==> src/rtl/pad_shift_reader_pkg.sv <==
// Shared game-pad controller definitions: FSM states, button bit positions
// and the raw-frame to button-vector mapping.
package pad_shift_reader_pkg;

  typedef enum logic [2:0] {
    S_IDLE,
    S_LATCH,
    S_SETTLE,
    S_PULSE_HI,
    S_PULSE_LO,
    S_DONE
  } state_t;

  localparam int unsigned BTN_START  = 7;
  localparam int unsigned BTN_SELECT = 6;
  localparam int unsigned BTN_B      = 5;
  localparam int unsigned BTN_A      = 4;
  localparam int unsigned BTN_DOWN   = 3;
  localparam int unsigned BTN_UP     = 2;
  localparam int unsigned BTN_LEFT   = 1;
  localparam int unsigned BTN_RIGHT  = 0;

  // Raw frame arrives A,B,SELECT,START,UP,DOWN,LEFT,RIGHT and is active-low.
  function automatic logic [7:0] frame_to_buttons(input logic [7:0] frame);
    logic [7:0] b;
    b            = '0;
    b[BTN_A]      = ~frame[0];
    b[BTN_B]      = ~frame[1];
    b[BTN_SELECT] = ~frame[2];
    b[BTN_START]  = ~frame[3];
    b[BTN_UP]     = ~frame[4];
    b[BTN_DOWN]   = ~frame[5];
    b[BTN_LEFT]   = ~frame[6];
    b[BTN_RIGHT]  = ~frame[7];
    return b;
  endfunction

endpackage

==> src/rtl/pad_shift_reader_if.sv <==
// Pad-side and host-side signals of the pad shift reader.
interface pad_shift_reader_if;
  logic       I_DATA;
  logic       O_LATCH;
  logic       O_PULSE;
  logic [7:0] O_BUTTONS;
  logic       O_VALID;
  logic       O_BUSY;

  modport slave  (input  I_DATA,
                  output O_LATCH, O_PULSE, O_BUTTONS, O_VALID, O_BUSY);
  modport master (output I_DATA,
                  input  O_LATCH, O_PULSE, O_BUTTONS, O_VALID, O_BUSY);
endinterface

==> src/rtl/pad_sync.sv <==
// Two-flop synchronizer for the asynchronous pad data line; resets to the
// idle (released) level.
module pad_sync (
  input  logic i_clk,
  input  logic i_rst,
  input  logic i_d,
  output logic o_q
);
  logic r_meta;
  logic r_sync;

  always_ff @(posedge i_clk) begin
    if (i_rst) begin
      r_meta <= 1'b1;
      r_sync <= 1'b1;
    end else begin
      r_meta <= i_d;
      r_sync <= r_meta;
    end
  end

  assign o_q = r_sync;
endmodule

==> src/rtl/pad_shift_reader.sv <==
// Polls a serial game pad: latch, shift out 8 bits, publish active-high buttons.
// Optional PAD_DEBOUNCE_EN: publish only when two consecutive frames agree.
module pad_shift_reader
  import pad_shift_reader_pkg::*;
#(
  parameter int unsigned HALF_PERIOD   = 200,
  parameter int unsigned POLL_INTERVAL = 550000
) (
  input  logic                I_CLK,
  input  logic                I_RESET,
  pad_shift_reader_if.slave   bus
);
  localparam int unsigned PHASE_W = (HALF_PERIOD   > 1) ? $clog2(HALF_PERIOD)   : 1;
  localparam int unsigned POLL_W  = (POLL_INTERVAL > 1) ? $clog2(POLL_INTERVAL) : 1;
  localparam logic [PHASE_W-1:0] PHASE_LAST = PHASE_W'(HALF_PERIOD - 1);
  localparam logic [POLL_W-1:0]  POLL_LAST  = POLL_W'(POLL_INTERVAL - 1);

  state_t               r_state, w_next;
  logic [PHASE_W-1:0]   r_phase, w_phase_nxt;
  logic [POLL_W-1:0]    r_poll, w_poll_nxt;
  logic [2:0]           r_bit_idx;
  logic [7:0]           r_frame;
  logic                 r_latch, r_pulse, r_busy, r_valid;
  logic [7:0]           r_buttons;
  logic                 w_capture;
  logic                 w_sync;
`ifdef PAD_DEBOUNCE_EN
  logic [7:0]           r_prev_frame;
`endif

  pad_sync u_sync (
    .i_clk (I_CLK),
    .i_rst (I_RESET),
    .i_d   (bus.I_DATA),
    .o_q   (w_sync)
  );

  always_comb begin
    w_next      = r_state;
    w_phase_nxt = '0;
    w_poll_nxt  = '0;
    w_capture   = 1'b0;
    case (r_state)
      S_IDLE:
        if (r_poll == POLL_LAST) w_next = S_LATCH;
        else                     w_poll_nxt = r_poll + POLL_W'(1);
      S_LATCH:
        if (r_phase == PHASE_LAST) w_next = S_SETTLE;
        else                       w_phase_nxt = r_phase + PHASE_W'(1);
      S_SETTLE:
        if (r_phase == PHASE_LAST) begin
          w_capture = 1'b1;
          w_next    = S_PULSE_HI;
        end else w_phase_nxt = r_phase + PHASE_W'(1);
      S_PULSE_HI:
        if (r_phase == PHASE_LAST) w_next = S_PULSE_LO;
        else                       w_phase_nxt = r_phase + PHASE_W'(1);
      S_PULSE_LO:
        if (r_phase == PHASE_LAST) begin
          w_capture = 1'b1;
          w_next    = (r_bit_idx == 3'd7) ? S_DONE : S_PULSE_HI;
        end else w_phase_nxt = r_phase + PHASE_W'(1);
      S_DONE:  w_next = S_IDLE;
      default: w_next = S_IDLE;
    endcase
  end

  // Strobes are registered from the next state so they line up with the state.
  always_ff @(posedge I_CLK) begin
    if (I_RESET) begin
      r_state   <= S_IDLE;
      r_phase   <= '0;
      r_poll    <= '0;
      r_bit_idx <= '0;
      r_frame   <= '0;
      r_latch   <= 1'b0;
      r_pulse   <= 1'b0;
      r_busy    <= 1'b0;
      r_valid   <= 1'b0;
      r_buttons <= '0;
`ifdef PAD_DEBOUNCE_EN
      r_prev_frame <= '1;
`endif
    end else begin
      r_state <= w_next;
      r_phase <= w_phase_nxt;
      r_poll  <= w_poll_nxt;
      r_latch <= (w_next == S_LATCH);
      r_pulse <= (w_next == S_PULSE_HI);
      r_busy  <= (w_next != S_IDLE);
      r_valid <= 1'b0;
      if (w_capture) begin
        r_frame[r_bit_idx] <= w_sync;
        r_bit_idx          <= r_bit_idx + 3'd1;
      end
      if (r_state == S_DONE) begin
`ifdef PAD_DEBOUNCE_EN
        r_prev_frame <= r_frame;
        if (r_frame == r_prev_frame) begin
          r_buttons <= frame_to_buttons(r_frame);
          r_valid   <= 1'b1;
        end
`else
        r_buttons <= frame_to_buttons(r_frame);
        r_valid   <= 1'b1;
`endif
      end
    end
  end

  assign bus.O_LATCH   = r_latch;
  assign bus.O_PULSE   = r_pulse;
  assign bus.O_BUSY    = r_busy;
  assign bus.O_VALID   = r_valid;
  assign bus.O_BUTTONS = r_buttons;
endmodule

==> src/flat_wrapper.sv <==
// flat-port wrapper written by rule: the top's interface ports become plain ports
module pad_shift_reader_flat import pad_shift_reader_pkg::*;
#(
  parameter int unsigned HALF_PERIOD   = 200,
  parameter int unsigned POLL_INTERVAL = 550000
)
  (I_CLK, I_RESET, bus_I_DATA, bus_O_LATCH, bus_O_PULSE, bus_O_BUTTONS, bus_O_VALID, bus_O_BUSY);
  pad_shift_reader_if bus_i ();
  input  logic I_CLK;
  input  logic I_RESET;
  input wire logic [$bits(bus_i.I_DATA)-1:0] bus_I_DATA;
  output wire logic [$bits(bus_i.O_LATCH)-1:0] bus_O_LATCH;
  output wire logic [$bits(bus_i.O_PULSE)-1:0] bus_O_PULSE;
  output wire logic [$bits(bus_i.O_BUTTONS)-1:0] bus_O_BUTTONS;
  output wire logic [$bits(bus_i.O_VALID)-1:0] bus_O_VALID;
  output wire logic [$bits(bus_i.O_BUSY)-1:0] bus_O_BUSY;
  assign bus_i.I_DATA = bus_I_DATA;
  assign bus_O_LATCH = bus_i.O_LATCH;
  assign bus_O_PULSE = bus_i.O_PULSE;
  assign bus_O_BUTTONS = bus_i.O_BUTTONS;
  assign bus_O_VALID = bus_i.O_VALID;
  assign bus_O_BUSY = bus_i.O_BUSY;
  pad_shift_reader #(.HALF_PERIOD(HALF_PERIOD), .POLL_INTERVAL(POLL_INTERVAL)) u_core (.I_CLK(I_CLK), .I_RESET(I_RESET), .bus(bus_i));
endmodule
==> config.mk <==
export PLATFORM = sky130hd
export DESIGN_NAME = pad_shift_reader_flat
export DESIGN_NICKNAME = d
export VERILOG_FILES = /design/src/rtl/pad_shift_reader_pkg.sv /design/src/rtl/pad_shift_reader_if.sv /design/src/rtl/pad_sync.sv /design/src/rtl/pad_shift_reader.sv /design/src/flat_wrapper.sv
export SDC_FILE = /design/constraint.sdc
export NUM_CORES = 1
export LEC_CHECK = 0
export ABC_AREA = 1
export BUFFER_PORTS_ARGS = -buffer_cell sky130_fd_sc_hd__buf_4
export CORE_MARGIN = 3
export CORE_UTILIZATION = 50
export DETAILED_ROUTE_END_ITERATION = 6
export PLACE_DENSITY = 0.67
export SETUP_SLACK_MARGIN = 0.3
export SLEW_MARGIN = 20
export SYNTH_ARGS = -nofsm -noshare
export SYNTH_HDL_FRONTEND = slang
export SYNTH_SLANG_ARGS = --single-unit
export TNS_END_PERCENT = 30
==> constraint.sdc <==
create_clock -name I_CLK -period 3.5 [get_ports I_CLK]
set_input_delay 0.175 -clock I_CLK [delete_from_list [all_inputs] [get_ports I_CLK]]
set_output_delay 0.175 -clock I_CLK [all_outputs]
set_load 0.02 [all_outputs]
=== Word-level counts from Yosys, hierarchy flattened ===
Cells that the tools add are included.
Widths: inputs -> output; s select.

* Register bits: 56
* Input port bits: 3
* Output and inout bits: 12
* Logic and storage cells: 57

* Add/sub/neg operators: 3
* $lt $le $gt $ge: 2
* Eq/ne operators: 10
* Mux-type cells: 13
* Bitwise logic cells: 10
* Reduce and logical (&&, ||, !) cells: 7

{| class="wikitable"
|+ Operator list
! cell !! count
|-
| $add 20x1->20 const B || 1
|-
| $eq 20x20->1 const B || 1
|-
| $mux 3 || 6
|-
| $pmux 3 s5 || 1
|-
| $not 1->1 || 10
|-
| $eq 3x2->1 const B || 3
|-
| $eq 3x3->1 const B || 3
|-
| $add 8x1->8 const B || 1
|-
| $bwmux 8 || 1
|-
| $eq 8x8->1 const B || 1
|-
| $eq 3x1->1 const B || 2
|-
| $reduce_or 3->1 || 2
|-
| $lt 3x4->1 const B || 1
|-
| $mux 1 || 4
|-
| $reduce_or 4->1 || 1
|-
| $add 3x1->3 const B || 1
|-
| $demux 1 s3 || 1
|-
| $ge 3x1->1 const B || 1
|-
| $logic_not 3->1 || 1
|-
| $reduce_bool 3->1 || 1
|-
| $reduce_or 2->1 || 1
|-
| $logic_and 1x1->1 || 1
|}

=== Logic depth before layout (Yosys ltp) ===
Gate-level depths: netlist of run 1.

* Depth after elaboration: 5
* Mapped depth: 10
* Mapped depth without buffers: 10

=== Hierarchy ===
Synthesis of run 1 repeated with hierarchy kept, for this count alone.

* Cell total of the unflattened synthesis: 354
* Area, all modules: 2671.3 um^2

{| class="wikitable"
|+ Modules (own cells, without submodules)
! module !! times used !! cells an instance !! area each (um^2) !! sequential area each (um^2)
|-
| pad_shift_reader || 1 || 347 || 2612.5 || 1081.0
|-
| pad_sync || 1 || 7 || 58.8 || 40.0
|}

=== Worst setup path before layout of run 1 ===
Ideal clock, no wire load.

* Path type: register to register
* From: register u_core.r_phase[0]
* To: register u_core.r_state[1]
* Setup time: 128 ps
* Arrival: 1229 ps
* Required time: 3372 ps
* Slack: 2144 ps
* Cell stages (with the launch flop): 10
* Buffers on the path: 0
* Period minus slack after synthesis: 1356 ps
* Cell sequence: dfxtp_1 > ha_1 > nand2_1 > nor2_4 > nand2_1 > nand2_1 > nand2_1 > nor2_1 > and2_1 > nor2_1

* Cells in the longest elaborated chain, start to end: 3
* Elaborated cells on any way between the ends: 6
* Those cells by class: 1 x eq/ne; 5 x mux

{| class="wikitable"
|+ RTL lines
! item !! line !! text
|-
| start: declaration || pad_shift_reader.sv:19 || <nowiki>logic [PHASE_W-1:0] r_phase, w_phase_nxt;</nowiki>
|-
| start signal: assignment || pad_shift_reader.sv:86 || <nowiki>r_phase <= w_phase_nxt;</nowiki>
|-
| $eq 8x8->1 (*) || n/a ||
|-
| $mux 3 (on tied branches) || n/a ||
|-
| $pmux 3 s5 (*) || pad_shift_reader.sv:43 || <nowiki>case (r_state)</nowiki>
|-
| end signal: assignment || pad_shift_reader.sv:85 || <nowiki>r_state <= w_next;</nowiki>
|-
| end: declaration || pad_shift_reader.sv:18 || <nowiki>state_t r_state, w_next;</nowiki>
|}

Mark *: on every way between the ends. The rest lies on a longest branch, timed or not.
A chain may end at the register's enable or synchronous reset.

=== Worst setup path in the final report of run 1 ===
* From: register u_core.r_poll[0]
* To: register u_core.r_poll[18]

* Cells in the longest elaborated chain, start to end: 2
* Elaborated cells on any way between the ends: 3
* Those cells by class: 1 x add/sub; 1 x eq/ne; 1 x reduce/logical

{| class="wikitable"
|+ RTL lines
! item !! line !! text
|-
| start: declaration || pad_shift_reader.sv:20 || <nowiki>logic [POLL_W-1:0] r_poll, w_poll_nxt;</nowiki>
|-
| start signal: assignment || pad_shift_reader.sv:87 || <nowiki>r_poll <= w_poll_nxt;</nowiki>
|-
| parallel branches: the longest is 2 deep, another holds $add 20x1->20 || n/a ||
|}

Several ways; the timed one is not identified.

==> results.toml, run 1 <==
[layout]
mostFrequentLayoutCell = "nand2_1"
syn_to_final_growth_pct = 11.1
final_cell_mix = "nand2_1, dfxtp_1, nor2_1, inv_1, a21oi_1"
layout-drive-gt1-share = 0.134
fillCellCount = 458
fin_nets = 379
diodes = 0

[floorplanning]
initial_core_util = 0.532
io_pins = 15
rows = 25
fp.dieH_um = 77.9
core_area_mm2 = 0.00485
die_w_um = 77.9
die_area_mm2 = 0.00606

[pwr]
p_per_area_mw_per_mm2 = 406
p_leak_nw = 1.08
ir_drop_mv = 0.219
p_total_mw = 1.16

[place]
io_buffers = 14
post-place-ws_ps = 1650
place_congestion = 0.857
hpwl_um = 3470

[synth]
syn_inst = 358
synth.avg_cell_area_um2 = 7.21
synth.distinct_cells = 27
ys_seq_area_frac = 0.434
synth-warning-count = 0
synth_nets = 365
synth.ff_latch_count = 56
syn_area_mm2 = 0.00258

[worst_setup_path]
path_class = "flop to flop"
endpoint_kind = "flop"
cp.arrival_ps = 2090
worstPathMaxFanout = 20
start_kind = "flop"
path_cells = "ha_1 > nand4_1 > nor2_1 > nand2_1 > nand3_1 > a21oi_1"
critPathMaxStageDelay_ps = 560
crit_buf_inv = 0
rrSetupSlack_ps = 1630
cp_slowest_cell = "nand3_1"
critPathRequiredTime_ps = 3720
critPathTopFamily = "simple AND/OR/NAND/NOR gates"

[sta]
setup_slack_ps = 1630
tightest_slew_ps = 813
whs_ps = 46.7
hold_viol_final = 0
min_period_ps = 1870
clock_skew_ps = 5.47
tns_ps = 0
maxSlewViolCount = 0
relSlewSlack = 0.456
rsz0062_at_grt = "false"
setup_viol = 0
fmax_mhz = 534
period_share = 0.535

[global_route]
grt_first_pass_wirelength_um = 8620
overflow = 0
antenna_found_initial = 0
grt_pass1_vias = 2014
grt_max_degree = 23
grt_usage = 0.173

[cts]
post_cts_buffers = 0
numCtsBuffers = 5
cts_tree = "yes"
cts.sinks = 56
cts_root_buffer = "clkbuf_8"
ctsLongestPathBuffers = 2
clk_pin_slew_ps = 100
cts_hold_buf = 0
clock_latency_ps = 300
cts_resized = 0
htreeDepth = 2

[run]
max-cap-violations = 0

[route]
first_pass_iters = 4
drc = 0
wl_per_cell_um = 10.7
wl_um = 4710
ant_nets = 0
drt_iter0_markers = 132
vias = 2133
via_per_inst = 4.85

[run_status]
status = "finished, final reports clean"

[min_path]
hp-class = "primary input to flop"
==> flip-flops by register name (all words and copies together), names as in the netlist <==
| register | count |
|---|---|
| u_core.r_state | 3 |
| u_core.r_frame | 8 |
| u_core.bus.O_PULSE | 1 |
| u_core.u_sync.r_meta | 1 |
| u_core.bus.O_VALID | 1 |
| u_core.bus.O_BUTTONS | 8 |
| u_core.r_phase | 8 |
| u_core.r_bit_idx | 3 |
| u_core.bus.O_BUSY | 1 |
| u_core.bus.O_LATCH | 1 |
| u_core.r_poll | 20 |
| u_core.u_sync.o_q | 1 |
==> cells by family (layout without fill, tap and decap cells) <==
kind of cell	after synthesis	in the layout	synth area share
compound gates	38	38	0.0737
xor+xnor	9	9	0.0305
fa+ha+maj	4	4	0.0194
buf+inv	45	60	0.0713
flops	56	56	0.434
simple gates	206	206	0.371
==> through the flow <==
stage,utilization,instances,area [µm²]
3_5_place_dp,0.563,432,2730
4_1_cts,0.592,440,2870
5_1_grt,0.592,440,2870
3_3_place_gp,0.563,432,2730
2_1_floorplan,-,358,2580
6_report,0.592,440,2870
==> power by group <==
group | internal (mW) | leakage [nW] | switching [mW]
clock network | 0.288 | 0.0687 | 0.212
logic | 0.00588 | 0.557 | 0.0123
registers | 0.641 | 0.452 | 0.00433
==> area by class of cell <==
cell class | instances | area, µm² | area share
Sequential cell | 56 | 1120 | 0.391
Inverter | 38 | 145 | 0.0506
Timing Repair Buffer | 14 | 105 | 0.0366
Clock inverter | 3 | 68.8 | 0.0240
Tap cell | 67 | 83.8 | 0.0292
Clock buffer | 5 | 68.8 | 0.0240
Multi-Input combinational cell | 257 | 1280 | 0.445
==> path summary, 6_finish.rpt <==
kind,endpoint,cells after the start,startpoint
worst max-delay path,u_core.r_poll[18],6,u_core.r_poll[0]
worst min-delay path,u_core.u_sync.r_meta,2,bus_I_DATA
worst max register to register,u_core.r_poll[18],6,u_core.r_poll[0]
worst min register to register,u_core.u_sync.o_q,1,u_core.u_sync.r_meta
==> layer usage <==
layer	routed length [µm]	global-route usage	vias to the layer above	part of all wire
met5	0	0	-	0
met4	51	0.0605	0	0.011
met3	146	0.0418	4	0.031
met2	2080	0.266	26	0.44
met1	2440	0.237	944	0.52
li1	-	-	1159	-
==> synth_stat cells, drive strengths merged <==
cell | number | area (µm²)
and2 | 1 | 6.26
or2 | 12 | 75.1
buf | 5 | 31.3
nor2 | 53 | 241
xor2 | 4 | 35.0
o21ai | 5 | 25.0
nand2 | 94 | 360
dfxtp | 56 | 1120
ha | 4 | 50.1
nor3 | 7 | 45.0
xnor2 | 5 | 43.8
inv | 38 | 145
nand3 | 34 | 198
a21oi | 33 | 165
clkbuf | 2 | 7.51
nand4 | 5 | 31.3
Note: power is estimated with default switching activity, not from simulation.
==> run 2, diff against run 1 <==
Clock period 3.5 ns to 1.9 ns, I/O delays scaled along.
==> results.toml, run 2 (synthesis results as in run 1) <==
[cts]
htreeDepth = 2
cts_tree = "yes"
numCtsBuffers = 5
cts.sinks = 56
cts_root_buffer = "clkbuf_8"
clock_latency_ps = 310
clk_pin_slew_ps = 100
post_cts_buffers = 0
ctsLongestPathBuffers = 2

[layout]
fillCellCount = 458
multi_input_area_mm2 = 0.00129
diodes = 0
layout-drive-gt1-share = 0.144
final_cell_mix = "nand2_1, dfxtp_1, nor2_1, inv_1, a21oi_1"
final-seq-area_mm2 = 0.00112
syn_to_final_growth_pct = 11.9
fin_nets = 382
top_register = "u_core.r_poll"
mostFrequentLayoutCell = "nand2_1"
largest_reg_flops = 20

[route]
wl_um = 4660
ant_nets = 0
drc = 0
via_per_inst = 4.94
drt_iter0_markers = 158
vias = 2187
first_pass_iters = 4
wl_per_cell_um = 10.5

[sta]
tightest_slew_ps = 280
rsz0062_at_grt = "true"
min_period_ps = 1460
clock_skew_ps = 7.14
maxSlewViolCount = 0
setup_slack_ps = 440
period_share = 0.768
fmax_mhz = 685
hold_viol_final = 0
setup_viol = 0
relSlewSlack = 0.812
tns_ps = 0

[worst_setup_path]
critPathRequiredTime_ps = 2120
cp.arrival_ps = 1680
endpoint_kind = "flop"
worstRegToRegCells = 8
start_kind = "flop"
worstPathMaxFanout = 6
path_class = "flop to flop"

[floorplanning]
io_pins = 15
die_area_mm2 = 0.00606
rows = 25
fp.dieH_um = 77.9
core_area_mm2 = 0.00485
initial_core_util = 0.532
die_w_um = 77.9

[run]
max-cap-violations = 0

[pwr]
p_leak_nw = 1.08
p_per_area_mw_per_mm2 = 696
ir_drop_mv = 0.428

[min_path]
holdPathStages = 2
hp-class = "primary input to flop"

[place]
io_buffers = 14
post-place-ws_ps = 350
place_congestion = 0.894
hpwl_um = 3390

[global_route]
antenna_found_initial = 0
overflow = 0
grt_usage = 0.171
grt_max_degree = 23
grt_first_pass_wirelength_um = 8490
grt_pass1_vias = 2024

[run_status]
status = "finished, final reports clean"
run 2: area by class of cell:
type                    instances  area share
multi-input cells             257       0.447
flip-flops and latches         56       0.389
inverters                      38      0.0503
repair buffers                 17      0.0464
well taps                      67      0.0290
clock buffers                   6      0.0251
clock inverters                 2      0.0134
run 2: routing by layer:
metal	vias to the layer above	routed length [µm]	GRT usage
met5	-	0	0
met1	991	2380	0.221
met3	10	112	0.0325
li1	1165	-	-
met4	0	91	0.0712
met2	21	2080	0.279
run 2: what timing repair did:
item	CTS	global route
resized for setup	0	5
endpoints found under the setup margin	0	28
hold endpoints to repair	1	0
hold buffers	1	0
run 2: path summary, 6_finish.rpt:
| check | start | to | slack [ps] |
|---|---|---|---|
| max | u_core.r_phase[0] | u_core.r_phase[7] | 440 |
| min | I_RESET | u_core.r_state[1] | 110 |
| min reg2reg | u_core.r_phase[0] | u_core.r_phase[0] | 420 |
| max reg2reg | u_core.r_phase[0] | u_core.r_phase[7] | 440 |
run 2: stage by stage:
step / instances / power [mW] / util / instance area, µm² / hold slack (ps)
6_report: 443 / 2.01 / 0.596 / 2890 / 114
5_1_grt: 443 / 2.10 / 0.596 / 2890 / 127
4_1_cts: 443 / 2.04 / 0.591 / 2870 / 104
3_5_place_dp: 434 / 1.25 / 0.566 / 2750 / 284
3_3_place_gp: 434 / 1.25 / 0.566 / 2750 / 284
2_1_floorplan: 358 / 1.24 / - / 2580 / 199
run 2: critical path: stages (launching register included):
cell,delay [ps]
dfxtp_2,350
ha_1,160
nand2_1,110
nor2_4,200
nand2_2,110
nand3_1,220
inv_1,100
nand2_1,80
inv_1,40
run 2: where the power goes:
group / internal (mW) / switching, mW / leakage, nW
logic: 0.0164 / 0.0242 / 0.570
registers: 1.18 / 0.00961 / 0.452
clock network: 0.399 / 0.381 / 0.0558
total: 1.60 / 0.415 / 1.08
